--- config.mk ---
export PLATFORM = sky130hd
export DESIGN_NAME = grafica_velocidad_multi
export DESIGN_NICKNAME = d
export VERILOG_FILES = /design/src/rtl/grafica_velocidad_multi.sv
export SDC_FILE = /design/constraint.sdc
export NUM_CORES = 1
export LEC_CHECK = 0
export BUFFER_PORTS_ARGS = -buffer_cell sky130_fd_sc_hd__buf_2
export CAP_MARGIN = 15
export CORE_MARGIN = 3
export CORE_UTILIZATION = 35
export CTS_BUF_LIST = sky130_fd_sc_hd__clkbuf_8
export CTS_CLUSTER_SIZE = 28
export DETAILED_ROUTE_END_ITERATION = 8
export GPL_ROUTABILITY_DRIVEN = 0
export PLACE_DENSITY_LB_ADDON = 0.15
export SETUP_SLACK_MARGIN = 0.3
export SKIP_CTS_REPAIR_TIMING = 1
export SLEW_MARGIN = 20
export SYNTH_ARGS = -nofsm -noshare
export SYNTH_HDL_FRONTEND = slang
export SYNTH_SLANG_ARGS = --single-unit
--- constraint.sdc ---
create_clock -name clock -period 5.5 [get_ports clock]
set_input_delay 1.1 -clock clock [delete_from_list [all_inputs] [get_ports clock]]
set_output_delay 1.1 -clock clock [all_outputs]
set_load 0.005 [all_outputs]
--- src/rtl/grafica_velocidad_multi.sv ---
// ---------------------------------------------------------------------------
// grafica_velocidad_multi
//   Draws CHANNELS vertical speed bars with a peak-hold marker on an RGB332
//   raster. Speed values are staged in pending registers and move to the
//   display registers only at frame start, so a bar never tears mid-frame.
//   Each peak marker holds for HOLD frames, then decays 1 pixel per frame
//   and never drops below its bar.
//
// Ports
//   clock    : the single clock; everything runs on its rising edge
//   reset_n  : synchronous active-low reset
//   entera   : packed speeds, channel i at [i*VAL_W +: VAL_W]
//   valid    : loads entera into the pending registers
//   hcount   : current pixel column
//   vcount   : current pixel row
//   dout     : registered RGB332 pixel, 2 clocks after hcount/vcount
// ---------------------------------------------------------------------------
module grafica_velocidad_multi #(
  parameter int          CHANNELS = 4,
  parameter int          VAL_W    = 16,
  parameter int          SHIFT    = 0,
  parameter int          MAX_H    = 255,
  parameter int          X0       = 64,
  parameter int          BAR_W    = 96,
  parameter int          GAP      = 32,
  parameter int          Y_BASE   = 400,
  parameter int          HOLD     = 60,
  parameter logic [7:0]  BAR_C    = 8'h1C,
  parameter logic [7:0]  PEAK_C   = 8'hE0,
  parameter logic [7:0]  AXIS_C   = 8'hFF,
  parameter logic [7:0]  BG_C     = 8'h00
) (
  input  logic                      clock,
  input  logic                      reset_n,
  input  logic [CHANNELS*VAL_W-1:0] entera,
  input  logic                      valid,
  input  logic [9:0]                hcount,
  input  logic [9:0]                vcount,
  output logic [7:0]                dout
);

  localparam int HW     = (MAX_H < 2) ? 1 : $clog2(MAX_H + 1);
  localparam int HOLD_W = (HOLD < 2) ? 1 : $clog2(HOLD + 1);
  // Wide enough to hold both the shifted value and MAX_H, so the clamp
  // compare cannot overflow whatever VAL_W is.
  localparam int CMP_W  = (VAL_W > HW) ? VAL_W : HW;
  localparam int AX_LO  = X0;
  localparam int AX_HI  = X0 + CHANNELS * (BAR_W + GAP) - GAP;

  logic frame_start;
  assign frame_start = (hcount == 10'd0) && (vcount == 10'd0);

  // Stage 1: registered pixel coordinates.
  logic [9:0] hc_q, vc_q;
  // Stage 2: registered colour.
  logic [7:0] pix_q, pix_d;

  logic [CHANNELS-1:0] peak_hit;
  logic [CHANNELS-1:0] bar_hit;

  for (genvar g = 0; g < CHANNELS; g++) begin : g_ch
    localparam int LO = X0 + g * (BAR_W + GAP);
    localparam int HI = LO + BAR_W;

    logic [VAL_W-1:0]  pend_q, pend_d;
    logic [HW-1:0]     h_q, h_d;
    logic [HW-1:0]     peak_q, peak_d;
    logic [HOLD_W-1:0] hold_q, hold_d;

    logic [CMP_W-1:0]  shifted;
    logic [HW-1:0]     h_new;
    logic              in_span;

    assign shifted = CMP_W'(pend_q >> SHIFT);
    assign h_new   = (shifted > CMP_W'(MAX_H)) ? HW'(MAX_H) : HW'(shifted);

    // NOTE: every always_comb output gets its hold value first, so a path
    // that assigns nothing cannot infer a latch.
    always_comb begin
      pend_d = pend_q;
      h_d    = h_q;
      peak_d = peak_q;
      hold_d = hold_q;
      if (valid) pend_d = entera[g*VAL_W +: VAL_W];
      // The transfer reads pend_q, so a valid in the frame-start cycle
      // lands one frame later.
      if (frame_start) begin
        h_d = h_new;
        if (h_new >= peak_q) begin
          peak_d = h_new;
          hold_d = HOLD_W'(HOLD);
        end else if (hold_q != '0) begin
          hold_d = hold_q - 1'b1;
        end else begin
          // peak_q > h_new >= 0 here, so peak_q - 1 cannot underflow.
          peak_d = ((peak_q - 1'b1) > h_new) ? (peak_q - 1'b1) : h_new;
        end
      end
    end

    // NOTE: state registers use non-blocking assignments so every register
    // samples pre-edge values regardless of statement order.
    always_ff @(posedge clock) begin
      if (!reset_n) begin
        pend_q <= '0;
        h_q    <= '0;
        peak_q <= '0;
        hold_q <= '0;
      end else begin
        pend_q <= pend_d;
        h_q    <= h_d;
        peak_q <= peak_d;
        hold_q <= hold_d;
      end
    end

    // One comparator pair per channel on the stage-1 column.
    assign in_span     = (int'(hc_q) >= LO) && (int'(hc_q) < HI);
    assign peak_hit[g] = in_span && (peak_q != '0) &&
                         (int'(vc_q) == Y_BASE - int'(peak_q));
    // With h_q == 0 this interval is empty, so a zero bar draws nothing.
    assign bar_hit[g]  = in_span && (int'(vc_q) > Y_BASE - int'(h_q)) &&
                         (int'(vc_q) <= Y_BASE);
  end

  always_comb begin
    pix_d = BG_C;
    if (hc_q >= 10'd640 || vc_q >= 10'd480) begin
      pix_d = 8'h00;
    end else if (|peak_hit) begin
      pix_d = PEAK_C;
    end else if (|bar_hit) begin
      pix_d = BAR_C;
    end else if ((int'(vc_q) == Y_BASE + 1) && (int'(hc_q) >= AX_LO) &&
                 (int'(hc_q) < AX_HI)) begin
      pix_d = AXIS_C;
    end
  end

  always_ff @(posedge clock) begin
    if (!reset_n) begin
      hc_q  <= '0;
      vc_q  <= '0;
      pix_q <= '0;
    end else begin
      hc_q  <= hcount;
      vc_q  <= vcount;
      pix_q <= pix_d;
    end
  end

  assign dout = pix_q;

endmodule

After elaboration in Yosys (flattened, before gate mapping) --
Cells that the tools add are included.
Operators by class: $add $sub $neg 16, $lt $le $gt $ge 27, equal/unequal tests 9, mux-type cells 27, bitwise gates (word level) 1, reduce and logical (&&, ||, !) cells 51
Operator list (count):
- 8-bit two-way mux | 19
- 9-bit by 8-bit subtractor with 10-bit output (first input constant) | 8
- 16-bit by 8-bit greater-than comparator with 1-bit output (second input constant) | 4
- 6-bit two-way mux | 8
- 11-bit by 10-bit == test with 1-bit output | 4
- 11-bit by 10-bit greater-than comparator with 1-bit output | 4
- 8-bit greater-or-equal comparator | 4
- 8-bit greater-than comparator | 4
- 8-bit nonzero test | 4
- 8-bit by 1-bit subtractor with 8-bit output (second input constant) | 4
- 10-bit by 9-bit greater-or-equal comparator with 1-bit output (second input constant) | 3
- 6-bit nonzero test | 4
- 6-bit by 1-bit subtractor with 6-bit output (second input constant) | 4
- 1-bit logical AND | 23
- 10-bit logical NOT | 2
- 10-bit by 9-bit < comparator with 1-bit output (second input constant) | 2
- 2-bit AND reduction | 8
- 10-bit == test (second input constant) | 1
- 10-bit greater-or-equal comparator (second input constant) | 1
- 10-bit by 7-bit greater-or-equal comparator with 1-bit output (second input constant) | 1
- 10-bit by 8-bit greater-or-equal comparator with 1-bit output (second input constant) | 1
- 10-bit by 9-bit less-or-equal comparator with 1-bit output (second input constant) | 1
- 10-bit < comparator (second input constant) | 1
- 10-bit by 8-bit < comparator with 1-bit output (second input constant) | 1
- other kinds (8) | 15
Word-level totals: register bits 180, bits of input ports 87, output and inout bits 8

Logic depth before layout (Yosys ltp) --
Gate-level depths: netlist of run 1.
depth in word-level cells 7, gate-level depth with buffers 15, mapped depth without buffers 13

Least setup slack after synthesis of run 1 --
OpenSTA, ideal clock, no wires.
kind register to register, start point register g_ch[3].peak_q[0], end point register g_ch[3].peak_q[4], data arrival time 3.138 ns, required time 5.372 ns, setup slack 2.235 ns, cell stages (with the launch flop) 12, buffers on the path 1, cells stage by stage dfxtp_1 or4_1 nor4_1 xnor2_1 ha_1 nand4_1 or4b_2 o211ai_1 buf_2 o21ai_0 a22oi_1 nor2_1
Between the ends: cells in the longest elaborated chain, start to end 5, elaborated cells between the ends (all ways) 8, those cells by class add/sub: 1; order compare: 2; eq/ne: 1; mux: 3; reduce/logical: 1
RTL lines:
- start, declared | line 67 | logic [HW-1:0] peak_q, peak_d;
- start signal, assigned | line 112 | peak_q <= peak_d;
- 8-bit by 1-bit subtractor with 8-bit output | line 96 | peak_d = ((peak_q - 1'b1) > h_new) ? (peak_q - 1'b1) : h_new;
- 8-bit greater-than comparator | line 96
- 8-bit two-way mux | line 96
- 8-bit two-way mux | line 92 | end else if (hold_q != '0) begin
- 8-bit two-way mux | line 89 | if (h_new >= peak_q) begin
Several ways; a longest one is shown, not always the timed one. The select of a mux whose other input is x is not followed. A chain may end at the register's enable or synchronous reset.

Worst setup path in the final report of run 1 --
start point register g_ch[1].peak_q[0], end point register g_ch[1].peak_q[2]
Between the ends: cells in the longest elaborated chain, start to end 5, elaborated cells between the ends (all ways) 8, those cells by class add/sub: 1; order compare: 2; eq/ne: 1; mux: 3; reduce/logical: 1
RTL lines (line):
- start, declared | 67
- start signal, assigned | 112
- 8-bit by 1-bit subtractor with 8-bit output | 96
- 8-bit greater-than comparator | 96
- 8-bit two-way mux | 96
- 8-bit two-way mux | 92
- 8-bit two-way mux | 89
Several ways; a longest one is shown, not always the timed one. The select of a mux whose other input is x is not followed.

==> summary.txt, run 1 <==
Largest family of logic cells by synthesized area - simple AND/OR/NAND/NOR gates
# clock sinks - 170
Async SR Flop Fraction - 0%
Worst VDD drop - 0.0001868 V
Post-synthesis cell type count - 71
# setup viols final - 0
Core Region - 0.03188 mm²
Final worst slack - 1.563 ns
HP Class - reg2reg
Synth Area per Inst - 8.128 µm²
Diode count - 0
Final WL - 30450 µm
Top sig layer - met4
CTS clk-pin slew, worst paths - 0.10 ns
Skew-Pair Late Insertion Delay - 0.50 ns
Vias in the first global route - 9452
Syn Nets - 1608
DIE AREA - 0.03483 mm²
Compound-Gate Fraction of Synth Area - 16.31%
Pre-CTS setup slack - 1.270 ns
Width of the die - 186.6 µm
Core Rows - 65
IO Pins - 95
CP Max Fanout - 9
DRT met1 WL - 15290 µm
Critical Path Max Stage Delay - 0.72 ns
Simple-gate share of the synthesized area - 20.81%
# DRC - 0
Slew margin rel. - 34.57%
Post-synthesis sequential area ratio - 29.80%
Slew @ Worst Pin - 0.9814 ns
Antenna viol nets, final - 0
Setup TNS - 0 ns
DR pass1 iterations - 5
Met2 WL post-DR - 13270 µm
Initial antenna violation count - 0
Worst path cell trace - inv_1 > ha_1 > or3b_1 > nor3_2 > xnor2_1 > ha_1 > nand4_1 > a21o_1 > a21o_1 > nor3_1 > nor4_1 > a311o_1
Critical path type - reg2reg
Status - finished clean
First-pass GRT wire length - 49710 µm
CTS tree - built
Mapped Area - 0.01142 mm²
H-Tree Depth - 4
Delay-heaviest family, CP - simple AND/OR/NAND/NOR gates
Final hold vios - 0
DR iter-0 viols - 499
Worst Path Arrival - 4.33 ns
Final #Nets - 1665
Total CTS buffers - 17
Total number of vias - 9883
WHS - 0.4945 ns
Global-route congestion overflow total - 0
Mux cell area share after synthesis - 7.615%
I/O Buffers - 94
Synth Flop Type - dfxtp_1
Buffers & Inverters on Critical Path - 1
Total routing usage reported by global routing - 17.44%
Yosys reg bits - 170
Die H - 186.6 µm
Leakage - 5.283 nW
Synthesis Warnings - 0
Metal3 WL - 1487 µm
Worst setup SP type - flip-flop
Synth Area in XOR/XNOR - 6.749%
MaxCap Viol Count - 0
Worst path required time - 5.90 ns
CTS Buffer Depth - 2
Clk root buf - clkbuf_8
Layout Utilization - 39.76%
Vias/cell - 5.174
Clock Skew - 0.01574 ns
Post-route minimum period - 3.937 ns
Gate Count Post-Synth - 1405
Area grow syn2layout - 10.99%
Max Freq - 0.2540 GHz
Largest net degree at the start of global routing - 88
Critical-path top delay cell - nor3_1
Detailed Place HPWL - 22430 µm
Share of layout cells above drive strength 1 - 11.66%
Fin crit share - 71.58%
Drt wl/cell - 15.94 µm
Slew Viols, Final - 0
Critical Path End Type - flip-flop
Initial Util - 35.82%
EDFF count, synth - 0
Post-Synth Adder-Cell Area - 12.71%
RSZ-0062 raised after global routing - no
Power Density - 217.7 mW/mm²
cells in the mapped netlist (24+ instances only):
library cell | number | area [µm²]
nor2_1 | 223 | 837.1
dfxtp_1 | 170 | 3403
ha_1 | 116 | 1451
inv_1 | 97 | 364.1
nand2_1 | 82 | 307.8
a21oi_1 | 79 | 395.4
mux2i_1 | 79 | 790.8
a211oi_1 | 47 | 352.8
o21ai_0 | 46 | 230.2
xor2_1 | 45 | 394.1
clkbuf_1 | 44 | 165.2
xnor2_1 | 43 | 376.6
nand3_1 | 31 | 155.2
nor4_1 | 27 | 168.9
and2_1 | 26 | 162.7
nor3_1 | 24 | 120.1
logic make-up after synthesis:
kind of cell,Yosys count
AND/OR/NAND/NOR,496
flip-flops,170
XOR/XNOR,88
AO/OA/AOI/OAI,278
buffers and inverters,171
adder cells (fa/ha/maj),116
multiplexers,86
layout by cell type (no fill, tap or decap), types with 15 or more instances in the layout:
master	instances
nor3_1	24
nand4_1	23
o21ai_0	46
inv_1	96
nand2_1	82
xnor2_1	43
and2_1	26
dfxtp_1	170
mux2i_1	79
a211oi_1	47
a21oi_1	79
xor2_1	45
buf_4	15
buf_2	93
nor2_1	222
nand3_1	31
ha_1	116
nor4_1	27
clkbuf_8	18
flip-flops by register name (all words and copies together) (netlist names):
name and flops:
g_ch.peak_q 32, hc_q 5, vc_q 10, g_ch.hold_q 24
dout 3, g_ch.pend_q 64, g_ch.h_q 32
final timing paths:
path / from / to / slack [ns] / depth (start not counted)
worst max-delay path: g_ch[1].peak_q[0]$_SDFFE_PN0P_ / g_ch[1].peak_q[2]$_SDFFE_PN0P_ / 1.56 / 12
worst min-delay path: g_ch[3].hold_q[5]$_SDFFE_PN0P_ / g_ch[3].hold_q[5]$_SDFFE_PN0P_ / 0.49 / 1
worst max register to register: g_ch[1].peak_q[0]$_SDFFE_PN0P_ / g_ch[1].peak_q[2]$_SDFFE_PN0P_ / 1.56 / 12
worst min register to register: g_ch[3].hold_q[5]$_SDFFE_PN0P_ / g_ch[3].hold_q[5]$_SDFFE_PN0P_ / 0.49 / 1
per-layer routing:
metal | up-vias | GRT usage (%)
li1 | 5090 | -
met1 | 4568 | 24.33
met2 | 202 | 27.61
met3 | 23 | 3.457
met4 | 0 | 4.507
met5 | - | 0
final cells by class:
cell class,instances,area [µm²]
Sequential cell,170,3403
Clock buffer,18,247.7
Multi-Input combinational cell,1064,7338
Clock inverter,14,180.2
Fill cell,3397,19210
Timing Repair Buffer,109,583.1
Tap cell,435,544.3
Inverter,100,377.9
where the power goes:
part	total, mW	leakage [nW]	switching (mW)	internal, mW
clock network	0.975	0.217	0.539	0.437
logic	0.482	3.68	0.283	0.199
registers	1.30	1.39	0.0370	1.26
per-stage QoR:
step	total power, mW	cells	area [µm²]
finish	2.759	1910	12670
CTS	2.794	1908	12660
detailed placement	1.812	1876	12230
floorplan	1.661	1405	11420
global route	2.915	1910	12670
global placement	1.806	1875	12230
Power figures use the tool's default switching activity.
==> run 2, diff against run 1 <==
==> constraint.sdc (replaced) <==
create_clock -name clock -period 3.9 [get_ports clock]
set_input_delay 0.78 -clock clock [delete_from_list [all_inputs] [get_ports clock]]
set_output_delay 0.78 -clock clock [all_outputs]
set_load 0.005 [all_outputs]
==> run 2 against run 1 <==
Effect of this change:
- count of clock-buffer cells in the layout decreased by 1
- register-to-register slack got worse by 1.1 ns
- sequential share of layout area decreased by 0.75 points
- non-clock buffer count increased by 41
- via count increased by 2.2%
- final area increased by 3.0%
- fmax increased by 15%
- critical endpoint is now g_ch[3].peak_q[4]$_SDFFE_PN0P_
==> summary.txt, run 2 (synthesis results as in run 1) <==
First-pass GRT wire length - 50950 µm (+2.5%)
Skew-Pair Late Insertion Delay - 0.49 ns (about the same)
Multi-input logic area - 0.007382 mm² (+0.60%)
Slew @ Worst Pin - 0.8467 ns (-0.1347 ns)
Core Rows - 65 (unchanged)
Buffers & Inverters on Critical Path - 2 (+1)
DIE AREA - 0.03483 mm² (unchanged)
Total routing usage reported by global routing - 17.77% (+0.33 points)
Largest net degree at the start of global routing - 74 (-16%)
Setup TNS - 0 ns (unchanged)
H-Tree Depth - 4 (unchanged)
Clock Skew - 0.01847 ns (+0.002722 ns)
Sw Share - 33.27% (+2.1 points)
Critical Path Max Stage Delay - 0.65 ns (-0.07 ns)
Power Density - 300.8 mW/mm² (+38%)
Worst setup SP type - flip-flop
Drt wl/cell - 16.02 µm (+0.51%)
Critical path type - reg2reg
Comb pwr share - 19.2% (+1.7 points)
Slew Viols, Final - 0 (unchanged)
Diode count - 0 (unchanged)
Clock Power Share - 34.2% (-1.2 points)
Sequential power share - 46.7% (-0.5 points)
# DRC - 0 (unchanged)
Fin crit share - 88.03% (+16 points)
Width of the die - 186.6 µm (unchanged)
IO Pins - 95 (unchanged)
Vias in the first global route - 9712 (+2.8%)
Status - finished clean
CTS clk-pin slew, worst paths - 0.11 ns (about the same)
Post-route minimum period - 3.433 ns (-0.5038 ns)
Max reg flops - 64 (unchanged)
RSZ-0062 raised after global routing - no
I/O Buffers - 94 (unchanged)
Clk root buf - clkbuf_8
Layout Utilization - 40.94% (+1.2 points)
Worst path required time - 4.32 ns (-1.58 ns)
Initial Util - 35.82% (unchanged)
Detailed Place HPWL - 23260 µm (+3.7%)
Critical Path End Type - flip-flop
Largest Register - g_ch.pend_q
Total CTS buffers - 17 (unchanged)
Area grow syn2layout - 14.30%
Core Region - 0.03188 mm² (unchanged)
DR iter-0 viols - 736 (+47%)
Share of layout cells above drive strength 1 - 14.97% (+3.3 points)
Leakage - 5.484 nW (+3.8%)
# clock sinks - 170 (unchanged)
HP Class - reg2reg
Commonest non-fill, non-tap cell in the layout - nor2_1
Delay-heaviest family, CP - simple AND/OR/NAND/NOR gates
# setup viols final - 0 (unchanged)
Antenna viol nets, final - 0 (unchanged)
Global-route congestion overflow total - 0 (unchanged)
Vias/cell - 5.175 (about the same)
Max Freq - 0.2913 GHz (+15%)
Final WL - 31260 µm (+2.7%)
NetSw - 1.306 mW (+52%)
Internal - 2.620 mW (+38%)
DR pass1 iterations - 5 (unchanged)
Design Power - 3.927 mW (+42%)
Worst VDD drop - 0.0002373 V (+27%)
Slew margin rel. - 43.48% (+8.9 points)
Die H - 186.6 µm (unchanged)
MaxCap Viol Count - 0 (unchanged)
Regs by FF count - g_ch.pend_q x64, g_ch.h_q x32, g_ch.peak_q x32
Register area - 0.003407 mm² (+0.11%)
CP Max Fanout - 8 (-1)
Worst Path Arrival - 3.85 ns (-0.48 ns)
CTS tree - built
Worst path cell trace - or4_1 > nor4_2 > xnor2_1 > ha_1 > nand4_1 > or4b_2 > o211ai_1 > buf_4 > clkdlybuf4s15_2 > mux2i_1 > a22oi_1 > nor2_1
Most frequent cells in the layout - nor2_1 (216), dfxtp_1 (167), ha_1 (115)
Filler Cells Inserted - 3312 (-2.5%)
Critical-path top delay cell - or4_1
CTS Buffer Depth - 2 (unchanged)
Initial antenna violation count - 0 (unchanged)
Total number of vias - 10100 (+2.2%)
Final #Nets - 1706 (+2.5%)
Final hold vios - 0 (unchanged)
## run 2: cell count changes in the layout (fill, tap and decap cells not counted), sizes merged
cell,previous run,this run
clkbuf,19,17
inv,104,103
clkinvlp,0,1
clkdlybuf4s15,0,1
clkinv,8,11
bufinv,2,0
buf,108,149
## run 2: routing by layer
metal	GRT usage, %	routed length, µm
met4	4.972	458
met2	28.44	14080
met1	24.50	15400
met5	0	0
met3	3.344	1325
## run 2: power groups by stage
stage / Clock, mW / Sequential, mW / Combinational (mW)
floorplan: 0 / 1.85 / 0.496
global placement: 0 / 1.87 / 0.718
detailed placement: 0 / 1.87 / 0.724
CTS: 1.40 / 1.83 / 0.728
global route: 1.48 / 1.84 / 0.851
finish: 1.34 / 1.83 / 0.753
## run 2: path summary, 6_finish.rpt
kind | from | to | slack, ns | cells past startpoint
setup reg to reg | g_ch[3].peak_q[0]$_SDFFE_PN0P_ | g_ch[3].peak_q[4]$_SDFFE_PN0P_ | 0.47 | 12
hold reg to reg | g_ch[1].hold_q[4]$_SDFFE_PN0P_ | g_ch[1].hold_q[4]$_SDFFE_PN0P_ | 0.50 | 2
hold / removal | g_ch[1].hold_q[4]$_SDFFE_PN0P_ | g_ch[1].hold_q[4]$_SDFFE_PN0P_ | 0.50 | 2
setup / recovery | g_ch[3].peak_q[0]$_SDFFE_PN0P_ | g_ch[3].peak_q[4]$_SDFFE_PN0P_ | 0.47 | 12
## run 2: per-stage QoR
step	hold slack, ns	std cells	setup slack, ns	area, µm²
floorplan	0.4494	1405	0.6349	11420
global placement	0.4735	1906	0.3706	12470
detailed placement	0.4791	1906	0.2800	12470
CTS	0.4744	1938	0.2592	12900
global route	0.4728	1951	0.3032	13050
finish	0.4995	1951	0.4669	13050
## run 2: tightest hold or removal path: stages (launching register included)
cell,delay (ns)
dfxtp_1,0.33
o21ai_0,0.07
a21oi_1,0.06
## run 2: area by class of cell
type | count | area share [%]
multi-input combinational | 1064 | 56.56
sequential | 170 | 26.10
timing repair buffer | 150 | 6.969
tap | 435 | 4.170
inverter | 100 | 2.895
clock buffer | 17 | 1.793
clock inverter | 15 | 1.515
